## config.mk

```make
export PLATFORM = sky130hd
export DESIGN_NAME = regfile_seqclr
export DESIGN_NICKNAME = d
export VERILOG_FILES = /design/src/rtl/regfile_pkg.sv /design/src/rtl/register32_clr.sv /design/src/rtl/regfile_seqclr.sv
export SDC_FILE = /design/constraint.sdc
export NUM_CORES = 2
export LEC_CHECK = 0
export CAP_MARGIN = 20
export CORE_UTILIZATION = 25
export CTS_CLUSTER_DIAMETER = 100
export DETAILED_ROUTE_END_ITERATION = 8
export PLACE_DENSITY = 0.35
export SLEW_MARGIN = 20
export SYNTH_ARGS = -nofsm -noshare
export SYNTH_HDL_FRONTEND = slang
export SYNTH_SLANG_ARGS = --single-unit
```

## constraint.sdc

```tcl
create_clock -name Clk -period 3.98 [get_ports Clk]
set_input_delay 0.597 -clock Clk [delete_from_list [all_inputs] [get_ports Clk]]
set_output_delay 0.597 -clock Clk [all_outputs]
set_load 0.005 [all_outputs]
```

## src/rtl/regfile_pkg.sv

```systemverilog
// Shared sizing defaults and FSM encoding for the sequential-clear register file.
package regfile_pkg;

  localparam int DEF_WIDTH     = 32;
  localparam int DEF_ADDR_BITS = 5;
  localparam int NREGS         = 2 ** DEF_ADDR_BITS;

  typedef enum logic [0:0] {
    CLEAR = 1'b0,
    READY = 1'b1
  } state_t;

endpackage

```

## src/rtl/register32_clr.sv

```systemverilog
// One storage word with a write enable and a synchronous clear; clear wins over write.
module register32_clr #(
  parameter int WIDTH = 32
) (
  input  logic             clk,
  input  logic             clr,
  input  logic             we,
  input  logic [WIDTH-1:0] d,
  output logic [WIDTH-1:0] q
);

  logic [WIDTH-1:0] q_r;

  // storage word update
  always_ff @(posedge clk) begin
    if (clr) begin
      q_r <= {WIDTH{1'b0}};
    end else if (we) begin
      q_r <= d;
    end else begin
      q_r <= q_r;
    end
  end

  assign q = q_r;

endmodule

```

## src/rtl/regfile_seqclr.sv

```systemverilog
// Two-read/one-write register file that zeroes itself one word per cycle after Reset.
// Define REGFILE_BYPASS_EN to forward same-cycle write data to the read ports.
module regfile_seqclr
  import regfile_pkg::*;
#(
  parameter int WIDTH     = DEF_WIDTH,
  parameter int ADDR_BITS = DEF_ADDR_BITS
) (
  input  logic                 Clk,
  input  logic                 Reset,
  input  logic [ADDR_BITS-1:0] ReadRegister1,
  input  logic [ADDR_BITS-1:0] ReadRegister2,
  input  logic [ADDR_BITS-1:0] WriteRegister,
  input  logic [WIDTH-1:0]     WriteData,
  input  logic                 RegWrite,
  output logic [WIDTH-1:0]     ReadData1,
  output logic [WIDTH-1:0]     ReadData2,
  output logic                 Busy
);

  localparam int num_regs = 2 ** ADDR_BITS;
  localparam logic [ADDR_BITS-1:0] ptr_one  = ADDR_BITS'(1);
  localparam logic [ADDR_BITS-1:0] ptr_last = {ADDR_BITS{1'b1}};

  state_t               state_r;
  logic [ADDR_BITS-1:0] ptr_r;
  logic                 busy_r;
  logic [WIDTH-1:0]     regs_s [num_regs];
  logic                 hit1_s;
  logic                 hit2_s;

  // clear sequencer: Reset parks at pointer 1, then one word is zeroed per edge
  always_ff @(posedge Clk) begin
    if (Reset) begin
      state_r <= CLEAR;
      ptr_r   <= ptr_one;
      busy_r  <= 1'b1;
    end else begin
      case (state_r)
        CLEAR: begin
          ptr_r <= ptr_r + ptr_one;
          if (ptr_r == ptr_last) begin
            state_r <= READY;
            busy_r  <= 1'b0;
          end else begin
            state_r <= CLEAR;
            busy_r  <= 1'b1;
          end
        end
        READY: begin
          state_r <= READY;
          ptr_r   <= ptr_r;
          busy_r  <= 1'b0;
        end
        default: begin
          state_r <= CLEAR;
          ptr_r   <= ptr_one;
          busy_r  <= 1'b1;
        end
      endcase
    end
  end

  assign regs_s[0] = {WIDTH{1'b0}};

  for (genvar g = 1; g < num_regs; g++) begin : g_reg
    logic clr_s;
    logic we_s;
    assign clr_s = (state_r == CLEAR) && !Reset && (ptr_r == ADDR_BITS'(g));
    assign we_s  = (state_r == READY) && !Reset && RegWrite &&
                   (WriteRegister == ADDR_BITS'(g));
    register32_clr #(.WIDTH(WIDTH)) u_reg (
      .clk (Clk),
      .clr (clr_s),
      .we  (we_s),
      .d   (WriteData),
      .q   (regs_s[g])
    );
  end

`ifdef REGFILE_BYPASS_EN
  assign hit1_s = (state_r == READY) && RegWrite && (WriteRegister != {ADDR_BITS{1'b0}}) &&
                  (WriteRegister == ReadRegister1);
  assign hit2_s = (state_r == READY) && RegWrite && (WriteRegister != {ADDR_BITS{1'b0}}) &&
                  (WriteRegister == ReadRegister2);
`else
  assign hit1_s = 1'b0;
  assign hit2_s = 1'b0;
`endif

  // read port 1: forced to zero while clearing
  always_comb begin
    ReadData1 = {WIDTH{1'b0}};
    if (busy_r) begin
      ReadData1 = {WIDTH{1'b0}};
    end else if (hit1_s) begin
      ReadData1 = WriteData;
    end else begin
      ReadData1 = regs_s[ReadRegister1];
    end
  end

  // read port 2: forced to zero while clearing
  always_comb begin
    ReadData2 = {WIDTH{1'b0}};
    if (busy_r) begin
      ReadData2 = {WIDTH{1'b0}};
    end else if (hit2_s) begin
      ReadData2 = WriteData;
    end else begin
      ReadData2 = regs_s[ReadRegister2];
    end
  end

  assign Busy = busy_r;

endmodule
```

==> flow_summary.yaml <==
status:
  status: "complete, no violations"
timing:
  setup_violations: 0
  setup_slack_ps: 49.4
  tns_ps: 0
  skew_ps: 26.0
  period_share: 0.988
  fmax_ghz: 0.254
  max_slew_margin: 0.243
  max_slew.worst_pin.slew_ps: 1140
  hold_viol: 0
  fin_crit_ps: 3930
  slew_violations: 0
  rsz0062_at_grt: "false"
drt:
  post_drt_wl_per_cell_um: 31.5
  drt-initial-drc-count: 5125
  vias_per_cell: 5.37
  firstDrtPassIters: 8
  num_vias: 46969
  drt-total-wl_um: 276000
  route.detailed.drc: 0
  drtAntennaViolNets: 0
yosys:
  synth_top_area_share: 0.387
  synthFlopType: "dfxtp_1"
  synth_common_cells: "2,061 x nand2_1, 999 x dfxtp_1, 993 x a21oi_1"
  async_flop_share: 0
  synth_edf_count: 0
  syn-cell-area_um2: 51600
  syn_inst: 6015
  netlist-cell-type-count: 41
  yosysMostFrequentCell: "nand2_1"
  yosysWarningCount: 0
  synth_area_leader_cell: "dfxtp_1"
  avgSynthCellArea_um2: 8.59
  seq_area_frac_synth: 0.387
  ys_ff_latch: 999
  synth.area.top_cells: "dfxtp_1 39%, nand2_1 15%, mux4_2 14%"
  syn-num-nets: 6071
worst_hold_path:
  min_path_type: "in2reg"
worst_setup_path:
  ff2ff_setup_slack_ps: 1100
  crit_type: "in2out"
  end_kind: "output port"
  start_kind: "input port"
  critPathSlowestCell: "clkdlybuf4s50_1"
  crit_chain: "clkdlybuf4s50_1 -> buf_4 -> a21o_1 -> buf_12 -> a221oi_1 -> buf_4 -> o32a_1 -> clkdlybuf4s50_1"
  critPathMaxFanout: 32
  arrival_ps: 3330
  cp_data_required_time_ps: 3380
  cpPeakStageDelay_ps: 580
finish:
  finalNonFillerCells: 8750
  area_delta_synth_final_pct: 19.7
  design_area_um2: 61800
  drive_gt1_frac: 0.193
  nets: 6016
place:
  io_buffers: 114
  place_congestion: 0.855
  post-dp-hpwl_um: 177000
  place_area_um2: 57300
  pre_cts_ws_ps: -524
  place_inst: 8513
pwr:
  cellPowerDensity_nw_per_um2: 391
  combPwrFrac: 0.065
  p_switching_mw: 6.17
  intPower_mw: 18.0
  seq_power_share: 0.417
  peakVddDrop_mv: 0.430
  clkPwrFrac: 0.518
  switching_share: 0.255
  p_leak_nw: 21.4
global_route:
  grt_pass1_wl_um: 380000
  grt_pass1_vias: 44906
  grt.overflow.total: 0
  grt_max_degree: 58
  grt_util_all_layers: 0.259
  antenna_found_initial: 21
run:
  maxCapViolations: 0
clock_network:
  cts-buffers-inserted: 133
  post-cts-setup-buffers: 0
  cts_sinks: 999
  h-tree-depth: 4
  cts_resized: 9
  tritoncts: "built"
  cts_max_path_buffers: 3
  ctsHoldBuffers: 0
  cts.clk_slew.worst_paths_ps: 60
  worstSkewPairLatency_ps: 820
  cts_root_buffer: "clkbuf_16"
floorplan:
  die_w_um: 457
  die_area_um2: 208000
  rows: 166
  core_area_um2: 205000
  initial_core_util: 0.252
  pin_count: 115
  dieHeight_um: 457
per-layer routing:
layer | track usage | vias up | wire, um
met2 | 0.426 | 1769 | 130000
met5 | 0 | - | 13
met1 | 0.342 | 23792 | 119000
met3 | 0.0434 | 382 | 17900
li1 | - | 21024 | -
met4 | 0.0847 | 2 | 9050
critical path: cells and delay by family:
family,cells,cell delay (ps)
compound gates,3,860
buf+inv,5,1830
power groups by stage:
stage	registers [mW]	logic, mW	clock network, mW
detailed placement	10.3	1.57	0
global placement	10.3	1.57	0
floorplan	10.3	0.824	0
CTS	10.1	1.57	12.8
finish	10.1	1.57	12.5
global route	10.1	1.62	13.2
logic make-up after synthesis:
group / synth area share
multiplexers: 0.206
buffers and inverters: 0.0583
AND/OR/NAND/NOR: 0.177
flip-flops: 0.387
adder cells (fa/ha/maj): 0.00145
XOR/XNOR: 0.000509
AO/OA/AOI/OAI: 0.169
sequential cells by signal (all words and copies together), names as in the netlist:
signal	flops
Busy	1
g.u_reg.q	992
ptr_r	5
state_r	1
layout make-up:
| cell class | count | area [um2] |
|---|---|---|
| inverters | 6 | 22.5 |
| clock inverters | 27 | 389 |
| fillers | 21220 | 143000 |
| flip-flops and latches | 999 | 20000 |
| diodes | 2 | 5.00 |
| clock buffers | 208 | 4070 |
| repair buffers | 458 | 4860 |
| well taps | 2688 | 3360 |
| multi-input cells | 4362 | 29100 |
per-stage QoR:
| step | utilization | hold WS [ps] | power, mW |
|---|---|---|---|
| global route | 0.302 | 350 | 24.9 |
| floorplan | - | 442 | 11.1 |
| CTS | 0.302 | 305 | 24.4 |
| detailed placement | 0.280 | 457 | 11.9 |
| finish | 0.302 | 366 | 24.2 |
| global placement | 0.280 | 448 | 11.9 |
final timing paths:
kind                                            from                    end  cells past startpoint
worst max-delay path                ReadRegister2[3]          ReadData2[18]                      8
worst min-delay path                   WriteData[18]  g_reg[31].u_reg.q[18]                      3
worst max register to register               state_r   g_reg[5].u_reg.q[10]                      6
worst min register to register  g_reg[29].u_reg.q[8]   g_reg[29].u_reg.q[8]                      2
placed cells by master, fill, tap and decap left out, types with 3 or more instances in the layout:
cell and count:
bufinv_16 7, or3_2 13, mux2_2 192, or3_1 20, and2_1 64, a22o_1 128, nor3_4 26, nand2b_1 9
o32a_1 62, inv_6 4, clkinv_8 3, nor2_1 8, nor2b_4 8, o22ai_1 64, a221oi_2 3, clkbuf_8 33
mux4_2 320, nand2_1 2061, clkbuf_1 36, clkdlybuf4s50_1 101, buf_8 4, nor2b_1 6, nor3_2 5, clkinv_2 10
dfxtp_1 998, nor2_4 28, ha_1 6, o221ai_1 64, buf_4 252, mux2i_1 129, clkbuf_16 139, a221oi_1 60
inv_1 6, a211oi_1 64, buf_12 92, a21oi_1 993, buf_2 7, nand3b_1 3
(Power assumes the default switching activity.)
